<file path="config.mk">
export PLATFORM = sky130hd
export DESIGN_NAME = fifo_rr_sched
export DESIGN_NICKNAME = d
export VERILOG_FILES = /design/src/rtl/fifo_rr_sched.sv
export SDC_FILE = /design/constraint.sdc
export NUM_CORES = 1
export LEC_CHECK = 0
export ABC_CLOCK_PERIOD_IN_PS = 2200
export CAP_MARGIN = 20
export CELL_PAD_IN_SITES_DETAIL_PLACEMENT = 1
export CELL_PAD_IN_SITES_GLOBAL_PLACEMENT = 2
export CORE_MARGIN = 8
export CORE_UTILIZATION = 26
export CTS_BUF_LIST = sky130_fd_sc_hd__clkbuf_16
export DETAILED_ROUTE_END_ITERATION = 7
export GPL_TIMING_DRIVEN = 0
export PLACE_DENSITY_LB_ADDON = 0.1
export SYNTH_ARGS = -nofsm -noshare
export SYNTH_HDL_FRONTEND = slang
export SYNTH_SLANG_ARGS = --single-unit
</file>
<file path="constraint.sdc">
create_clock -name clk -period 2.2 [get_ports clk]
set_input_delay 0.33 -clock clk [delete_from_list [all_inputs] [get_ports clk]]
set_output_delay 0.33 -clock clk [all_outputs]
set_load 0.005 [all_outputs]
</file>
<file path="src/rtl/fifo_rr_sched.sv">
// fifo_rr_sched: round-robin read scheduler draining N FWFT FIFOs into one
// registered valid/ready stream, granting one queue per burst of up to BURST
// words. Optional build macro FIFO_SCHED_PRIO_EN biases each grant decision
// toward queues whose programmable-full flag is set.
module fifo_rr_sched #(
  parameter int N     = 4,
  parameter int QW    = 2,
  parameter int DW    = 8,
  parameter int BURST = 4
) (
  input  logic            clk,
  input  logic            rst_n,
  input  logic [N-1:0]    q_empty,
  input  logic [N-1:0]    q_progfull,
  input  logic [N*DW-1:0] q_dout,
  output logic [N-1:0]    q_rd_en,
  output logic [DW-1:0]   m_data,
  output logic [QW-1:0]   m_qid,
  output logic            m_valid,
  input  logic            m_ready,
  output logic            busy
);

  typedef enum logic {IDLE = 1'b0, SERVE = 1'b1} state_e;

  state_e          state_q, state_d;
  logic [QW-1:0]   gnt_q, gnt_d;
  logic [QW-1:0]   last_q, last_d;
  logic [7:0]      cnt_q, cnt_d;
  logic [DW-1:0]   data_q, data_d;
  logic [QW-1:0]   qid_q, qid_d;
  logic            valid_q, valid_d;
  logic [DW-1:0]   head;
  logic            pop;
  logic [QW:0]     sel;

  // Returns {found, index} of the first requester after 'last' in rotation.
  // Iterating from the far end lets the nearest requester win.
  function automatic logic [QW:0] rr_pick(input logic [N-1:0] req,
                                          input logic [QW-1:0] last);
    logic [QW:0]   res;
    logic [QW-1:0] idx;
    res = '0;
    for (int i = N; i >= 1; i--) begin
      idx = QW'((int'(last) + i) % N);
      if (req[idx]) res = {1'b1, idx};
    end
    return res;
  endfunction

`ifdef FIFO_SCHED_PRIO_EN
  logic [QW:0] prio_sel;
  logic [QW:0] any_sel;
  assign prio_sel = rr_pick(~q_empty & q_progfull, last_q);
  assign any_sel  = rr_pick(~q_empty, last_q);
  assign sel      = prio_sel[QW] ? prio_sel : any_sel;
`else
  logic unused_progfull;
  assign unused_progfull = ^q_progfull;
  assign sel             = rr_pick(~q_empty, last_q);
`endif

  // A pop needs a valid head on the granted queue and room in the output register.
  assign pop = (state_q == SERVE) && !q_empty[gnt_q] && (!valid_q || m_ready);

  // State register: FSM state, grant, rotation pointer and burst counter.
  always_ff @(posedge clk or negedge rst_n) begin
    if (!rst_n) begin
      state_q <= IDLE;
      gnt_q   <= '0;
      last_q  <= QW'(N - 1);
      cnt_q   <= '0;
    end else begin
      state_q <= state_d;
      gnt_q   <= gnt_d;
      last_q  <= last_d;
      cnt_q   <= cnt_d;
    end
  end

  // Next-state logic: one IDLE cycle per grant; a burst ends on BURST pops or an empty queue.
  always_comb begin
    state_d = state_q;
    gnt_d   = gnt_q;
    last_d  = last_q;
    cnt_d   = cnt_q;
    case (state_q)
      IDLE: begin
        if (sel[QW]) begin
          gnt_d   = sel[QW-1:0];
          cnt_d   = '0;
          state_d = SERVE;
        end
      end
      SERVE: begin
        if (pop) begin
          cnt_d = cnt_q + 8'd1;
          if (cnt_q == 8'(BURST - 1)) begin
            state_d = IDLE;
            last_d  = gnt_q;
          end
        end else if (q_empty[gnt_q]) begin
          state_d = IDLE;
          last_d  = gnt_q;
        end
      end
      default: state_d = IDLE;
    endcase
  end

  // Output logic: pop strobe, busy flag and next value of the output register.
  always_comb begin
    q_rd_en = '0;
    busy    = (state_q == SERVE);
    head    = '0;
    for (int k = 0; k < N; k++) begin
      if (gnt_q == QW'(k)) head = q_dout[k*DW +: DW];
    end
    if (pop) q_rd_en[gnt_q] = 1'b1;
    valid_d = valid_q;
    data_d  = data_q;
    qid_d   = qid_q;
    if (pop) begin
      valid_d = 1'b1;
      data_d  = head;
      qid_d   = gnt_q;
    end else if (m_ready) begin
      valid_d = 1'b0;
    end
  end

  // Output register: reset discards any pending word.
  always_ff @(posedge clk or negedge rst_n) begin
    if (!rst_n) begin
      valid_q <= 1'b0;
      data_q  <= '0;
      qid_q   <= '0;
    end else begin
      valid_q <= valid_d;
      data_q  <= data_d;
      qid_q   <= qid_d;
    end
  end

  assign m_valid = valid_q;
  assign m_data  = data_q;
  assign m_qid   = qid_q;

endmodule

</file>
==> flow_summary.ini, run 1 <==
[status]
status = finished with violations
violations = setup timing

[route]
drt_iter0_markers = 19
wl_per_cell_um = 17.27
via_per_inst = 4.886
ant_nets = 0
route.vias.total = 1285
drc_errors = 0
drt_first_pass_iters = 4
drt_wl_total_mm = 4.543

[power_and_ir_drop]
p_leak_nw = 0.9436
peakVddDrop_mv = 0.5425
total_power_mw = 2.547
p_per_area_nw_per_um2 = 1148

[critical_path]
worstSetupEndpoint = q_rd_en[2]
crit_path_frequent_cell = buf_6
reg2regPathDepth = 5
crit_start = q_empty[3]
cp.required_ns = 1.87
critical-path-slowest-cell = mux4_2
rr_startpoint = gnt_q[1]$_DFFE_PN0P_
worst_setup_path_end_kind = output port
crit_path_max_fanout = 8
critPathMaxStageDelay_ns = 0.55
cp_cell_sequence = dlygate4sd2_1, mux4_2, nor3_4, buf_6, buf_6, nand2_4, nor2_1, buf_2
worstSetupPathType = input port to output port
crit_path_start_kind = input port
worstSetupPathDepth = 8
crit_family = buffers and inverters
arrival_ns = 1.93
rr_endpoint = cnt_q[6]$_DFFE_PN0P_
ff2ff_setup_slack_ns = 0.20
cp_num_buf_inv = 4

[cts]
cts_root_buf = clkbuf_16
cts-buffers-inserted = 3
cts_tree = built
clk_latency_ns = 0.25
clk_pin_slew_ns = 0.06
cts.path.max_buffers = 2
htreeDepth = 1
clock_sinks = 24

[yosys]
syn-cell-area_um2 = 1419
postSynthAreaPerCell_um2 = 11.63
synth_seq_cells = 24
ys_seq_area_share_pct = 42.50
synth-compound-area-share_pct = 10.49
yosys.area_share.simple_pct = 16.75
synth_cells = 122
yosysWarnings = 0
synth_adder_area_share_pct = 0.8818
synth.distinct_cells = 41
synth_edf_count = 0
synthFlopType = dfrtp_1
synth_top_family_by_area = multiplexers
synth.net_count = 166
synthMuxAreaShare_pct = 26.37
async_flop_share_pct = 100.0
synth_xor_area_share_pct = 0

[timing]
tightestPinTransition_ns = 0.6551
period_minus_slack_ns = 2.256
setup_ws_ns = -0.05567
slew_viol_final = 0
skew_ns = 0.003864
holdWs_ns = 0.4788
rsz0062_at_grt = yes
max_freq_mhz = 443.3
final-hold-violation-count = 0
setup_viol = 2
timing.slew.headroom_pct = 56.19
finalCritPeriodShare_pct = 102.5

[global_route]
grt_pass1_wl_mm = 7.479
grtUsageTotal_pct = 11.24
gr-usage-met3_pct = 2.909
overflow = 0
antenna_found_initial = 0
grt_max_degree = 14
grtUsageMet1_pct = 14.18
top_usage_layer = met2
grt_pass1_vias = 1368
met2_usage_pct = 18.53

[die]
die-area_um2 = 8077
core_area_um2 = 5371
fp.dieH_um = 89.87
die_w_um = 89.87
initial_utilization_pct = 26.42
num_io_pins = 59
row_count = 27

[final_layout]
layout-drive-gt1-share_pct = 21.47
fillerInstances = 582
layout_common_cells = 46 x clkdlybuf4s50_1, 22 x dfrtp_1, 15 x nand2_1
diodes = 0
nets = 236
final_common_cell = clkdlybuf4s50_1
syn2layout_area_growth_pct = 56.44

[min_path]
hold_path.class = input port to async pin

[placed_design]
dpl.hpwl_mm = 3.597
routabilityCongestion = 0.7794
io_buffers = 54

[job]
cap_violations = 0
[how the worst min path moves through the flow]
stage / cells after the start / end / from / slack, ns
3_3_place_gp: 1 / cnt_q[7]$_DFFE_PN0P_ / cnt_q[7]$_DFFE_PN0P_ / 0.48
2_1_floorplan: 0 / busy$_DFF_PN0_ / rst_n / 0.03
4_1_cts: 1 / cnt_q[7]$_DFFE_PN0P_ / cnt_q[7]$_DFFE_PN0P_ / 0.49
6_report: 1 / cnt_q[4]$_DFFE_PN0P_ / rst_n / 0.48
5_1_grt: 1 / cnt_q[7]$_DFFE_PN0P_ / cnt_q[7]$_DFFE_PN0P_ / 0.52
3_5_place_dp: 1 / cnt_q[7]$_DFFE_PN0P_ / cnt_q[7]$_DFFE_PN0P_ / 0.48
[layer usage]
metal | wire (um) | part of all wire, % | vias up
li1 | - | - | 606
met1 | 2117 | 47 | 634
met2 | 2177 | 48 | 40
met3 | 208 | 4.6 | 5
met4 | 40 | 0.88 | 0
met5 | 0 | 0 | -
[state kept, by name, summed over array words and instances, names as in the netlist]
signal	cells
busy	1
cnt_q	8
gnt_q	2
last_q	2
m_data	8
m_qid	2
m_valid	1
[synthesized netlist by cell type, types with 2 or more instances]
| cell type | count | area (um^2) |
|---|---|---|
| mux4_1 | 5 | 131.4 |
| mux4_2 | 4 | 90.09 |
| clkbuf_1 | 3 | 11.26 |
| dfstp_2 | 2 | 52.55 |
| mux2_2 | 10 | 112.6 |
| dfrtp_1 | 22 | 550.5 |
| inv_1 | 3 | 11.26 |
| nand2_1 | 16 | 60.06 |
| o31ai_1 | 2 | 15.01 |
| nor3_1 | 3 | 15.01 |
| nand2b_1 | 3 | 18.77 |
| o21ai_0 | 8 | 40.04 |
| nand3_1 | 5 | 25.02 |
| o211ai_1 | 2 | 15.01 |
| mux2i_1 | 4 | 40.04 |
| nor2_1 | 4 | 15.01 |
| a21oi_1 | 2 | 10.01 |
[power by group]
part | leakage (nW) | switching, mW | internal, mW
clock network | 0.0423 | 0.147 | 0.243
logic | 0.605 | 0.557 | 0.821
registers | 0.297 | 0.152 | 0.627
total | 0.944 | 0.856 | 1.69
[cell families (layout without fill, tap and decap cells)]
family / after synthesis / count (layout)
AO/OA/AOI/OAI: 22 / 22
adder cells (fa/ha/maj): 1 / 1
buffers and inverters: 9 / 78
flip-flops: 24 / 24
multiplexers: 23 / 23
AND/OR/NAND/NOR: 43 / 43
[worst register-to-register path: cells and delay by family, from the launching register on]
family | cells | cell delay (ns)
AND/OR/NAND/NOR | 2 | 0.68
multiplexers | 1 | 0.41
flip-flops | 1 | 0.51
AO/OA/AOI/OAI | 1 | 0.15
buffers and inverters | 1 | 0.18
[per-stage QoR]
stage | util (%) | worst slack, ns | setup TNS [ns] | cells | area [um^2]
floorplan | - | 0.07887 | 0 | 122 | 1419
global placement | 38.16 | -1.050 | -7.032 | 248 | 2049
detailed placement | 38.43 | -1.073 | -7.361 | 249 | 2064
CTS | 41.02 | -0.1305 | -0.2743 | 261 | 2203
global route | 41.32 | -0.1751 | -0.4048 | 263 | 2220
finish | 41.32 | -0.05567 | -0.09727 | 263 | 2220
[area by class of cell]
class	count	area, um^2	area share (%)
inverters	3	11.26	0.5073
flip-flops and latches	24	603.1	27.17
well taps	72	90.09	4.059
repair buffers	67	628.1	28.30
plain buffers	4	22.52	1.015
multi-input cells	89	785.8	35.40
clock inverters	1	3.754	0.1691
clock buffers	3	75.07	3.382
[repair_timing]
item	in CTS	in global routing
pin swaps	2	2
setup buffers	9	3
hold buffers	0	0
setup endpoints to repair	8	4
gates resized for setup	26	1
No activity file was read; power rests on OpenSTA's default activity.
==> inputs of run 2 (changes only) <==
--- a/config.mk
+++ b/config.mk
@@ -9,6 +9,7 @@
 export CAP_MARGIN = 20
 export CELL_PAD_IN_SITES_DETAIL_PLACEMENT = 1
 export CELL_PAD_IN_SITES_GLOBAL_PLACEMENT = 2
+export CORE_ASPECT_RATIO = 2
 export CORE_MARGIN = 8
 export CORE_UTILIZATION = 26
 export CTS_BUF_LIST = sky130_fd_sc_hd__clkbuf_16
==> flow_summary.ini, run 2 (synthesis gave the netlist of run 1 again) <==
[placed_design]
routabilityCongestion = 0.7260
dpl.hpwl_mm = 3.435
postPlaceCellArea_um2 = 2062
io_buffers = 54
pre_cts_ws_ns = -1.097
dp.cells = 237

[cts]
cts-buffers-inserted = 3
clk_latency_ns = 0.26
cts_tree = built
cts.path.max_buffers = 2
clk_pin_slew_ns = 0.06
cts_root_buf = clkbuf_16
clock_sinks = 24
htreeDepth = 1
cts_hold_buf = 0

[critical_path]
critical-path-slowest-cell = mux4_2
worst_setup_path_end_kind = output port
critPathMaxStageDelay_ns = 0.56
worstSetupPathType = flop to output port
crit_path_start_kind = flop
crit_family = multiplexers
cp_num_buf_inv = 3
cp.required_ns = 1.87
crit_path_max_fanout = 3
worstSetupPathDepth = 6
cp_cell_sequence = mux4_2, nor3_4, buf_6, buf_4, nor3b_2, buf_2
arrival_ns = 1.92
reg2regPathDepth = 5

[timing]
setup_ws_ns = -0.04856
rsz0062_at_grt = yes
max_freq_mhz = 444.7
timing.slew.headroom_pct = 57.82
tightestPinTransition_ns = 0.6327
setup_tns_ns = -0.1347
slew_viol_final = 0
holdWs_ns = 0.4143
period_minus_slack_ns = 2.249
final-hold-violation-count = 0
skew_ns = 0.006183
setup_viol = 4
finalCritPeriodShare_pct = 102.2

[final_layout]
fin_cells = 248
fillerInstances = 607
diodes = 0
final_common_cell = clkdlybuf4s50_1
final_area_um2 = 2218
final_core_util_pct = 41.66
layout_common_cells = 46 x clkdlybuf4s50_1, 21 x dfrtp_1, 15 x nand2_1
layout-drive-gt1-share_pct = 21.28
syn2layout_area_growth_pct = 56.35
nets = 233

[job]
cap_violations = 0

[power_and_ir_drop]
total_power_mw = 2.630
p_per_area_nw_per_um2 = 1186
p_leak_nw = 0.9408
peakVddDrop_mv = 0.6223

[route]
wl_per_cell_um = 17.52
route.vias.total = 1252
drt_iter0_markers = 23
ant_nets = 0
drt_wl_total_mm = 4.345
drt_first_pass_iters = 4
drc_errors = 0
via_per_inst = 5.048

[global_route]
overflow = 0
grt_pass1_vias = 1379
grt_max_degree = 17
grtUsageTotal_pct = 11.16
antenna_found_initial = 0
grt_pass1_wl_mm = 7.093

[die]
fp.dieH_um = 120.5
die-area_um2 = 8220
core_area_um2 = 5325
initial_utilization_pct = 26.64
die_w_um = 68.24
num_io_pins = 59
row_count = 38

[status]
violations = setup timing
status = finished with violations

[min_path]
hold_path.class = input port to async pin
-- run 2: power breakdown --
part | leakage, nW | total [mW] | internal (mW) | switching, mW
Clock | 0.0511 | 0.525 | 0.362 | 0.163
Combinational | 0.594 | 1.32 | 0.787 | 0.532
Sequential | 0.295 | 0.786 | 0.629 | 0.157
Total | 0.941 | 2.63 | 1.78 | 0.852
-- run 2: cell type report --
class	count	area (um^2)	area share, %
buffer	4	22.52	1.015
clock buffer	3	75.07	3.384
clock inverter	1	30.03	1.354
inverter	3	11.26	0.5076
multi-input combinational	89	785.8	35.42
sequential	24	604.3	27.24
tap	60	75.07	3.384
timing repair buffer	64	614.3	27.69
-- run 2: worst reg2reg max path, cell delays in order, from the launching register on --
cell and delay, ns:
dfrtp_1 0.37, buf_4 0.12, buf_4 0.16, clkbuf_1 0.44, mux4_2 0.58, mux2_2 0.28
-- run 2: path summary, 6_finish.rpt --
path                                       from               endpoint  slack, ns
max                        gnt_q[0]$_DFFE_PN0P_             q_rd_en[0]      -0.05
min                                       rst_n  m_data[1]$_DFFE_PN0P_       0.41
max reg2reg                gnt_q[0]$_DFFE_PN0P_  m_data[6]$_DFFE_PN0P_       0.14
min reg2reg                cnt_q[7]$_DFFE_PN0P_   cnt_q[7]$_DFFE_PN0P_       0.49
max in group asynchronous                 rst_n  last_q[1]$_DFFE_PN1P_       1.24
min in group clk           cnt_q[7]$_DFFE_PN0P_   cnt_q[7]$_DFFE_PN0P_       0.49
-- run 2: metal layers --
metal,GRT usage (%),vias up,wire (um)
met4,4.258,0,72
met2,18.67,32,2237
met1,13.02,614,1785
li1,-,601,-
met3,2.780,5,248
met5,0,-,0
-- run 2: timing repair --
item	in CTS	in global routing
pin swaps	2	2
setup buffers	6	3
endpoints found under the setup margin	9	4
gates resized for setup	24	3
==> inputs of run 3 (changes only) <==
--- a/config.mk
+++ b/config.mk
@@ -15,7 +15,7 @@
 export CTS_BUF_LIST = sky130_fd_sc_hd__clkbuf_16
 export DETAILED_ROUTE_END_ITERATION = 7
 export GPL_TIMING_DRIVEN = 0
-export PLACE_DENSITY_LB_ADDON = 0.1
+export PLACE_DENSITY = 0.78
 export SYNTH_ARGS = -nofsm -noshare
 export SYNTH_HDL_FRONTEND = slang
 export SYNTH_SLANG_ARGS = --single-unit
==> flow_summary.ini, run 3 (synthesis gave the netlist of run 1 again) <==
[critical_path]
worst_setup_path_end_kind = flop
cp_cell_sequence = mux4_2, buf_4, buf_4, nand2b_4, or4_1, a21boi_1
crit_start = gnt_q[0]$_DFFE_PN0P_
crit_path_start_kind = flop
cp_num_buf_inv = 2
cp.required_ns = 2.39
crit_family = simple AND/OR/NAND/NOR gates
worstSetupPathType = flop to flop
critPathMaxStageDelay_ns = 0.56
crit_path_frequent_cell = buf_4
crit_path_max_fanout = 7
critical-path-slowest-cell = mux4_2
rr_startpoint = gnt_q[0]$_DFFE_PN0P_
arrival_ns = 2.31

[route]
drt_wl_total_mm = 4.314
route.vias.total = 1287
drc_errors = 0
via_per_inst = 5.232
drt_iter0_markers = 20
wl_per_cell_um = 17.54
ant_nets = 0
drt_first_pass_iters = 4

[die]
num_io_pins = 59
core_area_um2 = 5325
row_count = 38
die-area_um2 = 8220
die_w_um = 68.24
initial_utilization_pct = 26.64
fp.dieH_um = 120.5

[timing]
slew_viol_final = 0
final-hold-violation-count = 0
skew_ns = 0.002842
rsz0062_at_grt = no
tightestPinTransition_ns = 0.5887
max_freq_mhz = 471.3
finalCritPeriodShare_pct = 96.44
timing.slew.headroom_pct = 60.75
setup_tns_ns = 0
period_minus_slack_ns = 2.122
setup_viol = 0

[power_and_ir_drop]
peakVddDrop_mv = 0.6167
p_leak_nw = 0.9071
p_per_area_nw_per_um2 = 1133

[job]
cap_violations = 0

[cts]
cts-buffers-inserted = 3
cts_hold_buf = 0
clk_latency_ns = 0.26
cts_tree = built
cts_root_buf = clkbuf_16
htreeDepth = 1
cts.path.max_buffers = 2
clk_pin_slew_ns = 0.06
clock_sinks = 24

[global_route]
grt_max_degree = 18
top_usage_layer = met2
antenna_found_initial = 0
grt_pass1_vias = 1399
grtUsageTotal_pct = 10.78
grt_pass1_wl_mm = 7.051
grtUsageMet1_pct = 13.30
gr-usage-met3_pct = 2.688
met2_usage_pct = 18.07
overflow = 0

[final_layout]
layout_common_cells = 46 x clkdlybuf4s50_1, 21 x dfrtp_1, 15 x nand2_1
final_common_cell = clkdlybuf4s50_1
layout-drive-gt1-share_pct = 20.97
final_core_util_pct = 40.70
diodes = 0
nets = 231
syn2layout_area_growth_pct = 52.73

[placed_design]
routabilityCongestion = 0.7432
io_buffers = 54
dpl.hpwl_mm = 3.384

[min_path]
hold_path.class = input port to async pin

[status]
status = finished clean
[run 3: report_power, final]
part / internal (mW) / switching, mW / total [mW] / leakage, nW
clock: 0.243 / 0.154 / 0.397 / 0.0385
sequential: 0.629 / 0.149 / 0.778 / 0.295
combinational: 0.757 / 0.524 / 1.28 / 0.573
[run 3: metal layers]
| layer | part of all wire (%) | routed length (um) | vias to the layer above |
|---|---|---|---|
| met5 | 0 | 0 | - |
| met2 | 50 | 2144 | 40 |
| met1 | 42 | 1794 | 643 |
| li1 | - | - | 600 |
| met3 | 7.8 | 338 | 4 |
| met4 | 0.83 | 36 | 0 |
[run 3: path summary, 6_finish.rpt]
check | to | slack (ns) | cells past startpoint
max | cnt_q[6]$_DFFE_PN0P_ | 0.08 | 6
min | m_qid[1]$_DFFE_PN0P_ | 0.39 | 1
max reg2reg | cnt_q[6]$_DFFE_PN0P_ | 0.08 | 6
min reg2reg | cnt_q[7]$_DFFE_PN0P_ | 0.48 | 1
max in group asynchronous | last_q[1]$_DFFE_PN1P_ | 1.28 | 2
min in group clk | cnt_q[7]$_DFFE_PN0P_ | 0.48 | 1
[run 3: area by class of cell]
type	count	area, um^2
clock buffer	3	75.07
timing repair buffer	62	591.8
fill	613	3158
buffer	4	22.52
clock inverter	1	3.754
multi-input combinational	89	783.3
inverter	3	11.26
tap	60	75.07
sequential	24	604.3
[run 3: what timing repair did]
item / 4_1_cts / 5_1_grt
pin swaps: 2 / 3
setup endpoints to repair: 9 / 4
resized for setup: 25 / 4
buffers inserted: 7 / 1
hold endpoints to repair: 0 / 0
[run 3: through the flow]
stage | instance area (um^2) | instances | setup WS, ns | hold WS (ns) | power (mW)
floorplan | 1419 | 122 | 0.07887 | 0.03441 | 1.458
global placement | 2034 | 236 | -1.037 | 0.4716 | 1.972
detailed placement | 2062 | 237 | -1.112 | 0.4770 | 2.019
CTS | 2182 | 247 | -0.1036 | 0.4042 | 2.526
global route | 2167 | 246 | 0.0004547 | 0.4259 | 2.651
finish | 2167 | 246 | 0.07841 | 0.3929 | 2.455
